<file path="src/rtl/alu_div_sequencer.sv">
`default_nettype none
`timescale 1ns/1ps
// ============================================================================
// alu_div_sequencer : restoring DIVU/REMU, one step per clock via shared ALU
// Revision: 1.0
// ============================================================================
module alu_div_sequencer #(
   parameter int WIDTH    = 32,
   parameter int CNT_W    = 6,
   parameter int FAST_DBZ = 1
) (
   input  logic             clk,
   input  logic             rst_n,
   input  logic             start,
   input  logic [WIDTH-1:0] dividend,
   input  logic [WIDTH-1:0] divisor,
   output logic             ready,
   output logic             busy,
   output logic             done,
   output logic [WIDTH-1:0] quotient,
   output logic [WIDTH-1:0] remainder,
   output logic             dbz,
   output logic [WIDTH-1:0] alu_a,
   output logic [WIDTH-1:0] alu_b,
   output logic             alu_cin,
   output logic [1:0]       alu_sel,
   input  logic [WIDTH-1:0] alu_out,
   input  logic             alu_carry
);

   localparam logic [1:0] S_IDLE = 2'd0;
   localparam logic [1:0] S_RUN  = 2'd1;
   localparam logic [1:0] S_DONE = 2'd2;

   logic [1:0]       r_state;
   logic [1:0]       w_next_state;
   logic [WIDTH-1:0] r_d;
   logic [WIDTH-1:0] r_q;
   logic [WIDTH-1:0] r_r;
   logic [CNT_W-1:0] r_cnt;
   logic             r_dbz_op;
   logic [WIDTH-1:0] r_quo;
   logic [WIDTH-1:0] r_rem;
   logic             r_dbz;

   logic             w_accept;
   logic             w_zero_div;
   logic             w_fast_dbz;
   logic             w_last;
   logic [WIDTH-1:0] w_shift;
   logic             w_ok;
   logic [WIDTH-1:0] w_r_nxt;
   logic [WIDTH-1:0] w_q_nxt;

   assign w_accept   = (r_state != S_RUN) && start;
   assign w_zero_div = (divisor == '0);
   assign w_fast_dbz = (FAST_DBZ != 0) && w_zero_div;
   assign w_last     = (r_cnt == CNT_W'(WIDTH - 1));

   // A set R[31] means the 33-bit partial remainder already exceeds D.
   assign w_shift = {r_r[WIDTH-2:0], r_q[WIDTH-1]};
   assign w_ok    = r_r[WIDTH-1] | alu_carry;
   assign w_r_nxt = w_ok ? alu_out : w_shift;
   assign w_q_nxt = {r_q[WIDTH-2:0], w_ok};

   always_ff @(posedge clk or negedge rst_n) begin
      if (!rst_n) begin
         r_state <= S_IDLE;
      end else begin
         r_state <= w_next_state;
      end
   end

   always_comb begin
      w_next_state = S_IDLE;
      case (r_state)
         S_IDLE, S_DONE: begin
            if (start) begin
               w_next_state = w_fast_dbz ? S_DONE : S_RUN;
            end
         end
         S_RUN:   w_next_state = w_last ? S_DONE : S_RUN;
         default: w_next_state = S_IDLE;
      endcase
   end

   always_comb begin
      ready   = 1'b0;
      busy    = 1'b0;
      done    = 1'b0;
      alu_a   = '0;
      alu_b   = '0;
      alu_cin = 1'b0;
      alu_sel = 2'b00;
      case (r_state)
         S_IDLE: ready = 1'b1;
         S_RUN: begin
            busy    = 1'b1;
            alu_a   = w_shift;
            alu_b   = r_d;
            alu_cin = 1'b1;
         end
         S_DONE: begin
            ready = 1'b1;
            done  = 1'b1;
         end
         default: ready = 1'b0;
      endcase
   end

   always_ff @(posedge clk or negedge rst_n) begin
      if (!rst_n) begin
         r_d      <= '0;
         r_q      <= '0;
         r_r      <= '0;
         r_cnt    <= '0;
         r_dbz_op <= 1'b0;
         r_quo    <= '0;
         r_rem    <= '0;
         r_dbz    <= 1'b0;
      end else if (w_accept) begin
         r_d      <= divisor;
         r_q      <= dividend;
         r_r      <= '0;
         r_cnt    <= '0;
         r_dbz_op <= w_zero_div;
         if (w_fast_dbz) begin
            r_quo <= '1;
            r_rem <= dividend;
            r_dbz <= 1'b1;
         end
      end else if (r_state == S_RUN) begin
         r_r   <= w_r_nxt;
         r_q   <= w_q_nxt;
         r_cnt <= r_cnt + CNT_W'(1);
         if (w_last) begin
            r_quo <= w_q_nxt;
            r_rem <= w_r_nxt;
            r_dbz <= r_dbz_op;
         end
      end
   end

   assign quotient  = r_quo;
   assign remainder = r_rem;
   assign dbz       = r_dbz;

endmodule
`default_nettype wire

</file>
<file path="config.mk">
export PLATFORM = sky130hd
export DESIGN_NAME = alu_div_sequencer
export DESIGN_NICKNAME = d
export VERILOG_FILES = /design/src/rtl/alu_div_sequencer.sv
export SDC_FILE = /design/constraint.sdc
export NUM_CORES = 1
export LEC_CHECK = 0
export ABC_AREA = 1
export BUFFER_PORTS_ARGS = -buffer_cell sky130_fd_sc_hd__buf_2
export CELL_PAD_IN_SITES_DETAIL_PLACEMENT = 0
export CELL_PAD_IN_SITES_GLOBAL_PLACEMENT = 1
export CORE_MARGIN = 2
export CORE_UTILIZATION = 30
export DETAILED_ROUTE_END_ITERATION = 16
export GPL_TIMING_DRIVEN = 0
export PLACE_DENSITY_LB_ADDON = 0.1
export SLEW_MARGIN = 20
export SYNTH_ARGS = -nofsm -noshare
export SYNTH_HDL_FRONTEND = slang
export SYNTH_SLANG_ARGS = --single-unit
</file>
<file path="constraint.sdc">
create_clock -name clk -period 2.4 [get_ports clk]
set_input_delay 0.12 -clock clk [delete_from_list [all_inputs] [get_ports clk]]
set_output_delay 0.12 -clock clk [all_outputs]
set_load 0.02 [all_outputs]
</file>
Word-level counts from Yosys, hierarchy flattened --
Index checks and enable logic that the tools add are counted.
Operators by class: add/sub/neg operators 1, multiply operators 0, divide/modulo/power cells 0, order comparisons 0, equality and inequality tests 5, shift operators 0, multiplexer cells 28, bitwise logic cells 1, reductions and logical operators 7
Operators with widths (count):
- $mux W32 | 15
- $logic_not A32 Y1 | 1
- $mux W6 | 2
- $mux W1 | 7
- $add A6 B1 Y6 const B | 1
- $eq A6 B5 Y1 const B | 1
- $mux W2 | 3
- $ne A2 B1 Y1 const B | 2
- $pmux W2 S2 | 1
- $reduce_bool A2 Y1 | 2
- $reduce_and A3 Y1 | 1
- $eq A2 B1 Y1 const B | 1
- $eq A2 B2 Y1 const B | 1
- $logic_not A2 Y1 | 1
- $reduce_or A2 Y1 | 1
- $logic_and A1 B1 Y1 | 1
- $or A1 B1 Y1 | 1
Storage, ports and cells: bits in registers 170, latch bits 0, memory bits (writable) 0, bits in read-only memories 0, output and inout bits 135, memories kept 0

Longest topological paths before layout --
word-level depth 5, depth in mapped cells 10, gate-level depth less buffers 9

Worst setup path after synthesis --
OpenSTA, ideal clock, no wires.
path type flip-flop to flip-flop, start point reg r_cnt[0], end point reg r_quo[0] (netlist: quotient[0]), setup time 0.117 ns, arrival 1.401 ns, required time 2.283 ns, setup slack 0.882 ns, cell stages (with the launch flop) 11, buffers on the path 2, clock period less this slack 1.518 ns, path through dfrtp_1 ha_1 nand2_1 nor3_2 nor2_1 nor2_2 nand2_1 buf_4 buf_6 nand2_1 nand2_1
On the way: longest elaborated chain between the ends 3
RTL lines:
- start, declared | line 40 | logic [CNT_W-1:0] r_cnt;
- start signal, assigned | line 135 | r_cnt <= r_cnt + CNT_W'(1);
- $eq A6 B5 Y1 | line 58 | assign w_last = (r_cnt == CNT_W'(WIDTH - 1));
- $reduce_bool A2 Y1 (no source line)
- $reduce_and A3 Y1 (no source line)
- end signal, assigned | line 137 | r_quo <= w_q_nxt;
- end, declared | line 42 | logic [WIDTH-1:0] r_quo;
Every way passes these cells. A chain may end at the register's enable or synchronous reset.

Worst setup path after layout --
start point reg r_state[0], end point reg r_rem[8] (netlist: remainder[8])
On the way: longest elaborated chain between the ends 4, elaborated cells between the ends (all ways) 8, those cells by class eq/ne: 3; mux: 1; reduce/logical: 4
RTL lines:
- start, declared | line 35 | logic [1:0] r_state;
- start signal, assigned | line 70 | r_state <= w_next_state;
- $ne A2 B1 Y1 | line 55 | assign w_accept = (r_state != S_RUN) && start;
- $logic_and A1 B1 Y1 | line 55
- $ne A2 B1 Y1 (no source line) or $reduce_bool A2 Y1 (tied branches)
- $reduce_and A3 Y1 (no source line)
- end signal, assigned | line 129 | r_rem <= dividend;
- end signal, assigned | line 138 | r_rem <= w_r_nxt;
- end, declared | line 43 | logic [WIDTH-1:0] r_rem;
Several ways; a longest one is shown, not always the timed one.

==> flow_summary.ini <==
[logic_synthesis]
synth.avg_cell_area_um2 = 7.69
synth_top_area_share_pct = 52.3
synth_cell_types = 33
synth_seq_cells = 170
synthTopCellsByArea = dfrtp_1 52%, nand2_1 15%, nor2_1 7.6%, inv_1 6.3%, nand3_1 4.2%
seq_area_frac_synth_pct = 52.3
syn-instance-count = 1058
syn-cell-area_um2 = 8140
yosysTopAreaCell = dfrtp_1
yosys_warnings = 0

[power_and_ir_drop]
intPower_mw = 8.05
p_leak_nw = 6.02
powerDensity_nw_per_um2 = 1350
power.net_switching_mw = 6.81
switching_share_pct = 45.8
pwr-share-clk_pct = 19.0
power_frac_seq_pct = 31.9
combPwrFrac_pct = 49.1
ir_drop_uv = 526

[die]
start_util_pct = 30.4
die_height_um = 169
die_w_um = 169
ios = 235
core_um2 = 26800
dieArea_um2 = 28500
rows = 60

[cts]
cts_buffer_depth = 2
cts-htree-levels = 4
insertion_delay_ns = 0.44
cts_setup_buffers = 0
numCtsBuffers = 17
clkTransAtPathRegs_ns = 0.08
cts_sinks = 170
cts_tree = yes
cts-root-buf = clkbuf_16

[routing]
vias_per_cell = 4.47
wl_um = 28100
drc = 0
first_iter_violations = 394
avgRoutedWirePerCell_um = 16.3
dr.pass1.iters = 5
detail-route-antenna-nets = 0
num_vias = 7704

[worst_setup_path]
worstPathMaxFanout = 19
ff2ff_path_depth = 9
cp_data_required_time_ns = 2.73
cp-start-kind = flop
cp.arrival_ns = 2.40
crit_path_end_kind = flop
r2r_start = r_state[0]$_DFF_PN0_
r2r-end = remainder[8]$_DFFE_PN0P_
path_class = flop to flop
ff2ff_setup_slack_ns = 0.33

[place]
gp_congestion = 0.806
dp_hpwl_um = 20900
placed_area_um2 = 9790
port_buffers = 231
detailedPlace.worstSlack_ns = 0.343

[sta]
finalSetupViolations = 0
finClkSkew_ns = 0.0161
post-route-min-period_ns = 2.07
max_slew_margin_pct = 54.9
slew_violations = 0
finalHoldViolCount = 0
setup_ws_ns = 0.331
rsz0062_at_grt = false
tightest_slew_ns = 0.677
min_period_over_period_pct = 86.2
max_freq_mhz = 483

[finish]
fillers = 2888
diodes = 0
multiInputGateArea_um2 = 3010
layout_commonest_cell = nand2_1
fin_util_pct = 41.0
nets = 1472
fin_area_um2 = 11000
layout_common_cells = 319 x nand2_1, 257 x buf_2, 170 x dfrtp_1, 165 x nor2_1, 136 x inv_1
regArea_um2 = 4250
syn_to_final_growth_pct = 35.0
layout-drive-gt1-share_pct = 23.2

[global_routing]
grt_max_degree = 71
grt_pass1_wl_um = 43400
grt_pass1_vias = 7647
antenna_found_initial = 0
track_usage_pct = 20.1
overflow = 0

[worst_hold_path]
holdPathStages = 3
hold_end = r_q[17]$_DFFE_PN0P_
min_path_type = primary input to flop
min_from = dividend[17]

[status]
status = finished, final reports clean

[flow_run]
maxCapViolCount = 0
==> power by group through the flow <==
stage	combinational (mW)	clock, mW	sequential (mW)
final	7.30	2.82	4.74
after floorplan	4.16	0	5.31
after CTS	7.43	2.87	4.75
after global placement	7.30	0	4.78
after global routing	8.16	3.00	4.89
after detailed placement	7.35	0	4.79
==> routing by layer <==
| layer | vias up | track usage, % | wire, um |
|---|---|---|---|
| li1 | 3899 | - | - |
| met1 | 3560 | 28.2 | 13400 |
| met2 | 227 | 31.8 | 12800 |
| met3 | 18 | 4.09 | 1600 |
| met4 | 0 | 4.87 | 278 |
| met5 | - | 0 | 0 |
==> area by class of cell <==
| class | count | area share (%) |
|---|---|---|
| Timing Repair Buffer | 294 | 16.7 |
| Clock buffer | 19 | 4.12 |
| Multi-Input combinational cell | 686 | 27.4 |
| Inverter | 138 | 4.74 |
| Tap cell | 341 | 3.88 |
| Clock inverter | 12 | 1.21 |
| Buffer | 64 | 3.23 |
| Sequential cell | 170 | 38.7 |
==> critical path: stages (launching register included) <==
cell	delay [ns]
dfrtp_1	0.43
nand2_4	0.27
nand2_4	0.13
nand2_2	0.22
buf_2	0.32
nor2_1	0.07
nor2_1	0.22
nand2_1	0.12
nand3_1	0.12
nand2_1	0.06
==> timing repair <==
action	4_1_cts	5_1_grt
hold buffers	61	0
setup endpoints to repair	30	0
resized for setup	2	0
hold endpoints to repair	160	0
==> synth_stat cells <==
cell	count
buf_4	11
o21ai_1	17
nand4_1	1
nand3_1	68
nor4_1	1
nor2_2	1
nor2_4	2
mux2i_1	1
ha_1	1
inv_4	1
buf_2	26
o21ai_2	1
o221ai_1	31
o22ai_1	2
inv_2	1
clkbuf_1	15
o21ai_0	64
o31ai_1	1
buf_6	5
dfrtp_1	170
clkbuf_2	1
a21oi_1	2
nand2_4	2
nor3_2	1
o21ai_4	1
nand2_1	319
or2_2	1
nor2_1	165
nand2_2	1
buf_1	7
conb_1	1
inv_1	136
o21a_1	1
==> kinds of logic (layout without fill, tap and decap cells) <==
| family | after synthesis | in the layout | synth area share, % |
|---|---|---|---|
| compound gates | 120 | 120 | 9.08 |
| buf+inv | 203 | 527 | 10.8 |
| mux | 1 | 1 | 0.123 |
| other cells | 1 | 2 | 0.0461 |
| simple gates | 562 | 562 | 27.6 |
| flops | 170 | 170 | 52.3 |
| fa+ha+maj | 1 | 1 | 0.154 |
==> flip-flops by register name, summed over array words and instances (netlist names) <==
signal	cells
dbz	1
quotient	32
r_cnt	6
r_d	32
r_dbz_op	1
r_q	32
r_r	32
r_state	2
remainder	32
==> through the flow <==
step	hold WS, ns	power [mW]	cells	TNS [ns]
after floorplan	-0.176	9.48	1059	0
after global placement	0.345	12.1	1631	-304.52
after detailed placement	0.0344	12.1	1633	0
after CTS	0.00705	15.1	1724	0
after global routing	0.0288	16.0	1724	0
final	0.0334	14.9	1724	0
==> worst max-delay path by stage <==
stage,startpoint,to,slack (ns),cells after the start
finish,r_state[0]$_DFF_PN0_,remainder[8]$_DFFE_PN0P_,0.33,9
global route,r_state[0]$_DFF_PN0_,remainder[8]$_DFFE_PN0P_,0.18,9
CTS,r_state[0]$_DFF_PN0_,alu_b[31],0.29,4
detailed placement,r_state[0]$_DFF_PN0_,alu_a[14],0.34,5
global placement,rst_n,remainder[7]$_DFFE_PN0P_,-1.81,1
floorplan,r_cnt[0]$_DFFE_PN0P_,quotient[0]$_DFFE_PN0P_,0.88,10
Note: power is estimated with default switching activity, not from simulation.
